<file path="src/rtl/pucch1_pkg.sv">
// ============================================================================
// Module      : pucch1_pkg
// Description : Shared PUCCH format 1 definitions: spreading-factor limits,
//               nSF==4 orthogonal cover phase table and the {nSF,phi}
//               twiddle ROM used by the despreader and the transmit spreader.
// Revision    : 1.0 - initial release
// ============================================================================
`default_nettype none

package pucch1_pkg;

    localparam logic [2:0] NSF_MIN = 3'd2;
    localparam logic [2:0] NSF_MAX = 3'd7;

    // Twiddle ROM word width: Q1.15, magnitude scaled by 2^15-1
    localparam int TW_W = 16;

    typedef enum logic [1:0] {
        ST_IDLE  = 2'd0,
        ST_ACC   = 2'd1,
        ST_DRAIN = 2'd2
    } state_t;

    typedef struct packed {
        logic [2:0] nsf;
        logic [2:0] occi;
    } cfg_t;

    // Raw two's-complement words; consumers apply $signed
    typedef struct packed {
        logic [TW_W-1:0] c;
        logic [TW_W-1:0] s;
    } twiddle_t;

    // nSF==4 cover: each row marks the beats whose phase is 2 (i.e. -1)
    function automatic logic [2:0] occ4_phi(input logic [1:0] occi, input logic [1:0] m);
        logic [3:0] row;
        case (occi)
            2'd0:    row = 4'b0000;
            2'd1:    row = 4'b1010;
            2'd2:    row = 4'b1100;
            default: row = 4'b0110;
        endcase
        return row[m] ? 3'd2 : 3'd0;
    endfunction

    function automatic twiddle_t mk_tw(input int c, input int s);
        twiddle_t t;
        t.c = c[TW_W-1:0];
        t.s = s[TW_W-1:0];
        return t;
    endfunction

    // cos/sin(2*pi*phi/nSF) * (2^15-1), rounded half away from zero.
    // Indexed as {nSF,phi}; written in octal so the digits read nSF then phi.
    function automatic twiddle_t tw_lookup(input logic [2:0] nsf, input logic [2:0] phi);
        twiddle_t t;
        case ({nsf, phi})
            6'o20: t = mk_tw( 32767,      0);
            6'o21: t = mk_tw(-32767,      0);
            6'o30: t = mk_tw( 32767,      0);
            6'o31: t = mk_tw(-16384,  28377);
            6'o32: t = mk_tw(-16384, -28377);
            6'o40: t = mk_tw( 32767,      0);
            6'o41: t = mk_tw(     0,  32767);
            6'o42: t = mk_tw(-32767,      0);
            6'o43: t = mk_tw(     0, -32767);
            6'o50: t = mk_tw( 32767,      0);
            6'o51: t = mk_tw( 10126,  31163);
            6'o52: t = mk_tw(-26509,  19260);
            6'o53: t = mk_tw(-26509, -19260);
            6'o54: t = mk_tw( 10126, -31163);
            6'o60: t = mk_tw( 32767,      0);
            6'o61: t = mk_tw( 16384,  28377);
            6'o62: t = mk_tw(-16384,  28377);
            6'o63: t = mk_tw(-32767,      0);
            6'o64: t = mk_tw(-16384, -28377);
            6'o65: t = mk_tw( 16384, -28377);
            6'o70: t = mk_tw( 32767,      0);
            6'o71: t = mk_tw( 20430,  25618);
            6'o72: t = mk_tw( -7291,  31945);
            6'o73: t = mk_tw(-29522,  14217);
            6'o74: t = mk_tw(-29522, -14217);
            6'o75: t = mk_tw( -7291, -31945);
            6'o76: t = mk_tw( 20430, -25618);
            default: t = mk_tw(0, 0);
        endcase
        return t;
    endfunction

endpackage

`default_nettype wire

</file>
<file path="src/rtl/pucch1_despread_if.sv">
// ============================================================================
// Module      : pucch1_despread_if
// Description : Control, sample and result bus of the PUCCH1 despreader.
// Revision    : 1.0 - initial release
// ============================================================================
`default_nettype none

interface pucch1_despread_if #(
    parameter int DW = 16,
    parameter int AW = 20
);
    logic                 i_start;
    logic [2:0]           i_nsf;
    logic [2:0]           i_occi;
    logic                 i_valid;
    logic signed [DW-1:0] i_re;
    logic signed [DW-1:0] i_im;
    logic                 o_ready;
    logic                 o_busy;
    logic                 o_err;
    logic                 o_valid;
    logic signed [AW-1:0] o_re;
    logic signed [AW-1:0] o_im;

    modport master (
        output i_start, i_nsf, i_occi, i_valid, i_re, i_im,
        input  o_ready, o_busy, o_err, o_valid, o_re, o_im
    );

    modport slave (
        input  i_start, i_nsf, i_occi, i_valid, i_re, i_im,
        output o_ready, o_busy, o_err, o_valid, o_re, o_im
    );
endinterface

`default_nettype wire

</file>
<file path="src/rtl/pucch1_occ_gen.sv">
// ============================================================================
// Module      : pucch1_occ_gen
// Description : Per-beat orthogonal cover phase generator. Produces phi(m)
//               for the current beat and flags the last beat of the hop.
// Revision    : 1.0 - initial release
// ============================================================================
`default_nettype none

module pucch1_occ_gen
    import pucch1_pkg::*;
(
    input  wire logic       clk,
    input  wire logic       rst,
    input  wire logic       i_clr,
    input  wire logic       i_adv,
    input  wire logic [2:0] i_nsf,
    input  wire logic [2:0] i_occi,
    output logic [2:0]      o_phi,
    output logic            o_last
);

    logic [2:0] r_m;
    logic [2:0] r_phi;
    logic [3:0] w_sum;
    logic [2:0] w_phi_nxt;

    // phi(m+1) = phi(m)+occi folded back by one conditional subtract
    always_comb begin
        w_sum     = {1'b0, r_phi} + {1'b0, i_occi};
        w_phi_nxt = w_sum[2:0];
        if (w_sum >= {1'b0, i_nsf}) begin
            w_phi_nxt = 3'(w_sum - {1'b0, i_nsf});
        end
    end

    // Beat index and recurrence phase, restarted at every hop start
    always_ff @(posedge clk) begin
        if (rst || i_clr) begin
            r_m   <= 3'd0;
            r_phi <= 3'd0;
        end else if (i_adv) begin
            r_m   <= r_m + 3'd1;
            r_phi <= w_phi_nxt;
        end
    end

    // nSF==4 covers are not a linear recurrence, so they come from the table
    assign o_phi  = (i_nsf == 3'd4) ? occ4_phi(i_occi[1:0], r_m[1:0]) : r_phi;
    assign o_last = (r_m == (i_nsf - 3'd1));

endmodule

`default_nettype wire

</file>
<file path="src/rtl/pucch1_despread.sv">
// ============================================================================
// Module      : pucch1_despread
// Description : PUCCH format 1 block-wise despreader. Derotates one
//               correlated sample per symbol by conj(w_i(m)) and sums the
//               hop into a single complex value for the UCI detector.
// Revision    : 1.0 - initial release
// ============================================================================
`default_nettype none

module pucch1_despread
    import pucch1_pkg::*;
#(
    parameter int DW = 16,
    parameter int CW = TW_W,   // coefficient ROM is built for CW == TW_W
    parameter int AW = 20
) (
    input  wire logic            clk,
    input  wire logic            rst,
    pucch1_despread_if.slave     ifc
);

    localparam int c_PW = DW + CW + 1;
    localparam logic signed [c_PW-1:0] c_RND =
        {{(c_PW-CW+1){1'b0}}, 1'b1, {(CW-2){1'b0}}};

    state_t r_state;
    state_t w_state_nxt;
    cfg_t   r_cfg;

    logic w_cfg_ok;
    logic w_load;
    logic w_err;
    logic w_fire;
    logic w_accept;
    logic w_last;
    logic [2:0] w_phi;

    logic                 r_s1_vld;
    logic signed [DW:0]   r_s1_re;
    logic signed [DW:0]   r_s1_im;
    logic signed [AW-1:0] r_acc_re;
    logic signed [AW-1:0] r_acc_im;

    logic                 r_o_valid;
    logic                 r_o_err;
    logic signed [AW-1:0] r_o_re;
    logic signed [AW-1:0] r_o_im;

    twiddle_t               w_tw;
    logic signed [CW-1:0]   w_c;
    logic signed [CW-1:0]   w_s;
    logic signed [c_PW-1:0] w_re_x;
    logic signed [c_PW-1:0] w_im_x;
    logic signed [c_PW-1:0] w_c_x;
    logic signed [c_PW-1:0] w_s_x;
    logic signed [c_PW-1:0] w_p_re;
    logic signed [c_PW-1:0] w_p_im;
    logic signed [DW:0]     w_d_re;
    logic signed [DW:0]     w_d_im;

    assign w_cfg_ok = (ifc.i_nsf >= NSF_MIN) && (ifc.i_nsf <= NSF_MAX) &&
                      (ifc.i_occi < ifc.i_nsf);

    // A beat arriving together with i_start belongs to no hop and is dropped
    assign w_accept = ifc.i_valid && (r_state == ST_ACC) && !ifc.i_start;

    pucch1_occ_gen u_occ_gen (
        .clk    (clk),
        .rst    (rst),
        .i_clr  (ifc.i_start),
        .i_adv  (w_accept),
        .i_nsf  (r_cfg.nsf),
        .i_occi (r_cfg.occi),
        .o_phi  (w_phi),
        .o_last (w_last)
    );

    // FSM state register
    always_ff @(posedge clk) begin
        if (rst) begin
            r_state <= ST_IDLE;
        end else begin
            r_state <= w_state_nxt;
        end
    end

    // Next state; i_start from any state restarts or aborts the hop
    always_comb begin
        w_state_nxt = r_state;
        w_load      = 1'b0;
        w_err       = 1'b0;
        w_fire      = 1'b0;
        if (ifc.i_start) begin
            if (w_cfg_ok) begin
                w_state_nxt = ST_ACC;
                w_load      = 1'b1;
            end else begin
                w_state_nxt = ST_IDLE;
                w_err       = 1'b1;
            end
        end else begin
            case (r_state)
                ST_ACC: begin
                    if (w_accept && w_last) begin
                        w_state_nxt = ST_DRAIN;
                    end
                end
                ST_DRAIN: begin
                    // Stage 1 empty means the last beat is already in the sum
                    if (!r_s1_vld) begin
                        w_fire      = 1'b1;
                        w_state_nxt = ST_IDLE;
                    end
                end
                default: w_state_nxt = ST_IDLE;
            endcase
        end
    end

    // Hop configuration captured only on a valid start
    always_ff @(posedge clk) begin
        if (rst) begin
            r_cfg <= '0;
        end else if (w_load) begin
            r_cfg <= '{nsf: ifc.i_nsf, occi: ifc.i_occi};
        end
    end

    // Stage 1 arithmetic: complex multiply by conj(w), rounded back to DW+1
    always_comb begin
        w_tw   = tw_lookup(r_cfg.nsf, w_phi);
        w_c    = $signed(w_tw.c);
        w_s    = $signed(w_tw.s);
        w_re_x = $signed({{(c_PW-DW){ifc.i_re[DW-1]}}, ifc.i_re});
        w_im_x = $signed({{(c_PW-DW){ifc.i_im[DW-1]}}, ifc.i_im});
        w_c_x  = $signed({{(c_PW-CW){w_c[CW-1]}}, w_c});
        w_s_x  = $signed({{(c_PW-CW){w_s[CW-1]}}, w_s});
        w_p_re = w_re_x * w_c_x + w_im_x * w_s_x;
        w_p_im = w_im_x * w_c_x - w_re_x * w_s_x;
        // phi==0 is the identity; skipping the multiplier keeps it exact
        if (w_phi == 3'd0) begin
            w_d_re = {ifc.i_re[DW-1], ifc.i_re};
            w_d_im = {ifc.i_im[DW-1], ifc.i_im};
        end else begin
            w_d_re = (DW+1)'((w_p_re + c_RND) >>> (CW-1));
            w_d_im = (DW+1)'((w_p_im + c_RND) >>> (CW-1));
        end
    end

    // Stage 1 register; i_start flushes any beat in flight
    always_ff @(posedge clk) begin
        if (rst) begin
            r_s1_vld <= 1'b0;
            r_s1_re  <= '0;
            r_s1_im  <= '0;
        end else begin
            r_s1_vld <= w_accept;
            if (w_accept) begin
                r_s1_re <= w_d_re;
                r_s1_im <= w_d_im;
            end
        end
    end

    // Stage 2: wrapping accumulator, cleared at every hop start
    always_ff @(posedge clk) begin
        if (rst || ifc.i_start) begin
            r_acc_re <= '0;
            r_acc_im <= '0;
        end else if (r_s1_vld) begin
            r_acc_re <= r_acc_re + $signed({{(AW-DW-1){r_s1_re[DW]}}, r_s1_re});
            r_acc_im <= r_acc_im + $signed({{(AW-DW-1){r_s1_im[DW]}}, r_s1_im});
        end
    end

    // Result and status registers; the result holds until the next hop ends
    always_ff @(posedge clk) begin
        if (rst) begin
            r_o_valid <= 1'b0;
            r_o_err   <= 1'b0;
            r_o_re    <= '0;
            r_o_im    <= '0;
        end else begin
            r_o_valid <= w_fire;
            r_o_err   <= w_err;
            if (w_fire) begin
                r_o_re <= r_acc_re;
                r_o_im <= r_acc_im;
            end
        end
    end

    assign ifc.o_ready = (r_state == ST_ACC);
    assign ifc.o_busy  = (r_state != ST_IDLE);
    assign ifc.o_err   = r_o_err;
    assign ifc.o_valid = r_o_valid;
    assign ifc.o_re    = r_o_re;
    assign ifc.o_im    = r_o_im;

endmodule

`default_nettype wire

</file>
<file path="src/flat_wrapper.sv">
// flat-port wrapper written by rule: the top's interface ports become plain ports
module pucch1_despread_flat import pucch1_pkg::*;
#(
    parameter int DW = 16,
    parameter int CW = TW_W,                                             
    parameter int AW = 20
)
  (clk, rst, ifc_i_start, ifc_i_nsf, ifc_i_occi, ifc_i_valid, ifc_i_re, ifc_i_im, ifc_o_ready, ifc_o_busy, ifc_o_err, ifc_o_valid, ifc_o_re, ifc_o_im);
  pucch1_despread_if #(.DW(DW), .AW(AW)) ifc_i ();
  input  wire logic clk;
  input  wire logic rst;
  input wire logic [$bits(ifc_i.i_start)-1:0] ifc_i_start;
  input wire logic [$bits(ifc_i.i_nsf)-1:0] ifc_i_nsf;
  input wire logic [$bits(ifc_i.i_occi)-1:0] ifc_i_occi;
  input wire logic [$bits(ifc_i.i_valid)-1:0] ifc_i_valid;
  input wire logic [$bits(ifc_i.i_re)-1:0] ifc_i_re;
  input wire logic [$bits(ifc_i.i_im)-1:0] ifc_i_im;
  output wire logic [$bits(ifc_i.o_ready)-1:0] ifc_o_ready;
  output wire logic [$bits(ifc_i.o_busy)-1:0] ifc_o_busy;
  output wire logic [$bits(ifc_i.o_err)-1:0] ifc_o_err;
  output wire logic [$bits(ifc_i.o_valid)-1:0] ifc_o_valid;
  output wire logic [$bits(ifc_i.o_re)-1:0] ifc_o_re;
  output wire logic [$bits(ifc_i.o_im)-1:0] ifc_o_im;
  assign ifc_i.i_start = ifc_i_start;
  assign ifc_i.i_nsf = ifc_i_nsf;
  assign ifc_i.i_occi = ifc_i_occi;
  assign ifc_i.i_valid = ifc_i_valid;
  assign ifc_i.i_re = ifc_i_re;
  assign ifc_i.i_im = ifc_i_im;
  assign ifc_o_ready = ifc_i.o_ready;
  assign ifc_o_busy = ifc_i.o_busy;
  assign ifc_o_err = ifc_i.o_err;
  assign ifc_o_valid = ifc_i.o_valid;
  assign ifc_o_re = ifc_i.o_re;
  assign ifc_o_im = ifc_i.o_im;
  pucch1_despread #(.DW(DW), .CW(CW), .AW(AW)) u_core (.clk(clk), .rst(rst), .ifc(ifc_i));
endmodule
</file>
<file path="config.mk">
export PLATFORM = sky130hd
export DESIGN_NAME = pucch1_despread_flat
export DESIGN_NICKNAME = d
export VERILOG_FILES = /design/src/rtl/pucch1_pkg.sv /design/src/rtl/pucch1_despread_if.sv /design/src/rtl/pucch1_occ_gen.sv /design/src/rtl/pucch1_despread.sv /design/src/flat_wrapper.sv
export SDC_FILE = /design/constraint.sdc
export NUM_CORES = 2
export LEC_CHECK = 0
export BUFFER_PORTS_ARGS = -buffer_cell sky130_fd_sc_hd__buf_2
export CAP_MARGIN = 10
export CORE_MARGIN = 8
export CORE_UTILIZATION = 47
export CTS_BUF_LIST = sky130_fd_sc_hd__clkbuf_8
export CTS_CLUSTER_SIZE = 10
export DETAILED_ROUTE_END_ITERATION = 8
export PLACE_DENSITY = 0.75
export SYNTH_ARGS = -nofsm -noshare
export SYNTH_HDL_FRONTEND = slang
export SYNTH_HIERARCHICAL = 1
export SYNTH_SLANG_ARGS = --single-unit
</file>
<file path="constraint.sdc">
create_clock -name clk -period 14.05 [get_ports clk]
set_input_delay 1.405 -clock clk [delete_from_list [all_inputs] [get_ports clk]]
set_output_delay 1.405 -clock clk [all_outputs]
set_load 0.01 [all_outputs]
</file>
==> run metrics <==
HP Class register to register; most frequent cells in the layout inv_1 (1349), fa_1 (1151), nand2_1 (590); first-pass GRT wire length 200000 um; Power Internal 4.78 mW; Final Max Slew Viols 0; routed vias 33600; vias per cell 5.30; Finish-stage setup viols 0; Yosys warnings 6; initial core utilization 47.3%; worst setup path class register to register; HP Start u_core/ifc.o_re[18]; PortBufs 85; worst-path fanout max 51; RSZ-0062 raised after global routing no; Tcrit/Tclk final 83.6%; P&R area growth vs syn 4.46%; FF+latch count, synth 131; Reg area 2630 um2; post-synthesis sequential area ratio 5.64%; die height 331 um; Congestion Overflow GR 0; CP required 14.42 ns; worst slew pin tran 1.22 ns; nets@finish 6586; setup TNS 0 ns; Power per Cell Area 224 nW/um2; commonest non-fill, non-tap cell in the layout inv_1; Tmin final 11.74 ns; outcome finished clean; fmax 85.1 MHz; largest net degree at the start of global routing 75; R2R Path Start u_core/r_cfg[3]; DRT iter0 DRCs 2744; Cell Area, Synth 46500 um2; Post-CTS Hold Buffers 0; CTS root buffer clkbuf_8; CTS resizes 0; clock buffer count from CTS 17; clk buf depth 2; vias in the first global route 36800; Startpoint Class register; Top Ports 86; NetSw 6.08 mW; syn_nets 6661; Final Hold Violating Endpoints 0; DP HPWL 95200 um; Setup Buffers After CTS 0; share of cells above drive strength 1 4.78%; Lkg Pwr 24.5 nW; clock sink count 131; Synth Flop Type dfxtp_1; setup slack at placement 2.41 ns; syn avg cell area 9.10 um2; Gate Count Post-Synth 5108; core area 98300 um2; number of distinct library cells after synthesis 80; slowest stage cell, crit path dfxtp_2; final core utilization 49.4%; gp weighted congestion 0.945; final worst setup slack 2.31 ns; Seq pwr share 3.5%; r2r setup slk 2.31 ns; drt pass-1 iters 6; Slew headroom 18.3%; VDD IR max 0.000682 V; Die W 331 um; Comb pwr share 93.4%; Worst path most repeated cell inv_1; Clk pwr share 3.1%; Async SR Flop Fraction 0%; # Max-Cap Violations 0; Layout fillers 9008; post-route ant nets 0; crit path launch u_core/r_cfg[3]; post-route clock skew 0.0249 ns; multi-input logic area 38000 um2; GRT Overall Usage 23.1%; later-pin clock latency in the skew report 0.48 ns; # rows 115; Sw Ratio 56.0%; Die Area 109000 um2; TritonCTS clock tree built; EDFF count, synth 0; drc violations 0; clk slew on worst S/H paths 0.09 ns; mean routed wirelength per cell 19.1 um; initial antenna violation count 10; delay of the slowest critical-path stage 0.97 ns; Crit. End Element register; Worst EP arrival 12.11 ns; CTS H-tree depth 4; DRT Wirelength 121000 um
[routing by layer]
layer / wire, um / GRT usage, %
met4: 5640 / 8.52
met1: 48000 / 30.8
met5: 15 / 0
met2: 56900 / 37.5
met3: 10700 / 4.50
[cells in the mapped netlist, drive strengths merged (5+ instances only)]
master,count,area share (%)
nor2,153,1.2
buf,19,0.19
nor2b,40,0.54
nand2b,31,0.42
nor4,5,0.067
or3,9,0.12
and3,8,0.11
a2111oi,5,0.12
a31oi,16,0.22
inv,1348,11
a22oi,5,0.081
nand4,7,0.094
dfxtp,131,5.6
o21bai,14,0.23
xor2,27,0.51
clkbuf,220,1.8
a221oi,7,0.18
o21ai,85,0.93
and2,380,5.1
ha,360,9.7
a311oi,7,0.13
nor3,35,0.38
a211o,5,0.094
xnor2,86,1.6
or4,6,0.097
nand2,591,4.8
a31o,7,0.13
a21o,23,0.37
nand3,27,0.29
a211oi,13,0.21
mux2i,33,0.71
nor3b,6,0.097
o21a,8,0.13
or2,10,0.13
a21oi,162,1.8
o211ai,12,0.20
fa,1151,50
o31ai,7,0.14
[path summary, 6_finish.rpt]
path / cells after the start / endpoint
min reg2reg: 2 / u_core/ifc.o_re[18]
max: 35 / u_core/r_s1_im[16]
min: 2 / u_core/ifc.o_re[18]
max reg2reg: 35 / u_core/r_s1_im[16]
[cells by family after synthesis]
| group | synth area share, % |
|---|---|
| compound gates | 5.64 |
| buf+inv | 12.9 |
| mux | 0.735 |
| flops | 5.64 |
| fa+ha+maj | 59.2 |
| xor+xnor | 2.13 |
| simple gates | 13.8 |
[worst max-delay path: cells and delay by family, from the launching register on]
| kind | cells | cell delay (ns) |
|---|---|---|
| adder cells (fa/ha/maj) | 11 | 4.95 |
| AO/OA/AOI/OAI | 8 | 2.38 |
| buffers and inverters | 11 | 2.15 |
| AND/OR/NAND/NOR | 4 | 1.08 |
| flip-flops | 1 | 0.97 |
| XOR/XNOR | 1 | 0.08 |
[power by group through the flow]
| stage | Clock (mW) | Combinational (mW) | Sequential, mW |
|---|---|---|---|
| floorplan | 0 | 7.62 | 0.387 |
| global route | 0.360 | 11.5 | 0.385 |
| global placement | 0 | 9.78 | 0.393 |
| finish | 0.336 | 10.1 | 0.384 |
| CTS | 0.347 | 10.1 | 0.384 |
| detailed placement | 0 | 10.0 | 0.393 |
[stage by stage]
step	total power [mW]	hold slack, ns	cells	area [um2]
5_1_grt	12.2	0.473	6334	48600
3_5_place_dp	10.4	0.445	6301	48200
6_report	10.9	0.455	6335	48600
2_1_floorplan	8.01	0.441	5108	46500
3_3_place_gp	10.2	0.442	6301	48200
4_1_cts	10.8	0.457	6333	48600
[state kept, by name, summed over array words and instances (netlist names)]
signal / cells
u_core/ifc.o_im: 20
u_core/ifc.o_re: 20
u_core/r_acc_im: 20
u_core/r_acc_re: 20
u_core/r_s1_im: 17
u_core/r_s1_re: 17
u_core/r_cfg: 6
u_core/u_occ_gen/r_m: 3
u_core/u_occ_gen/r_phi: 3
u_core/r_state: 2
u_core/ifc.o_err: 1
u_core/ifc.o_valid: 1
u_core/r_s1_vld: 1
[final cells by class]
type                       count  share of cell area (%)
antenna                        2                  0.0103
clock buffer                  17                   0.482
clock inverter                15                   0.322
inverter                    1350                    10.4
multi-input combinational   3388                    78.2
sequential                   131                    5.40
tap                         1287                    3.31
timing repair buffer         145                    1.80
Power figures use the tool's default switching activity.
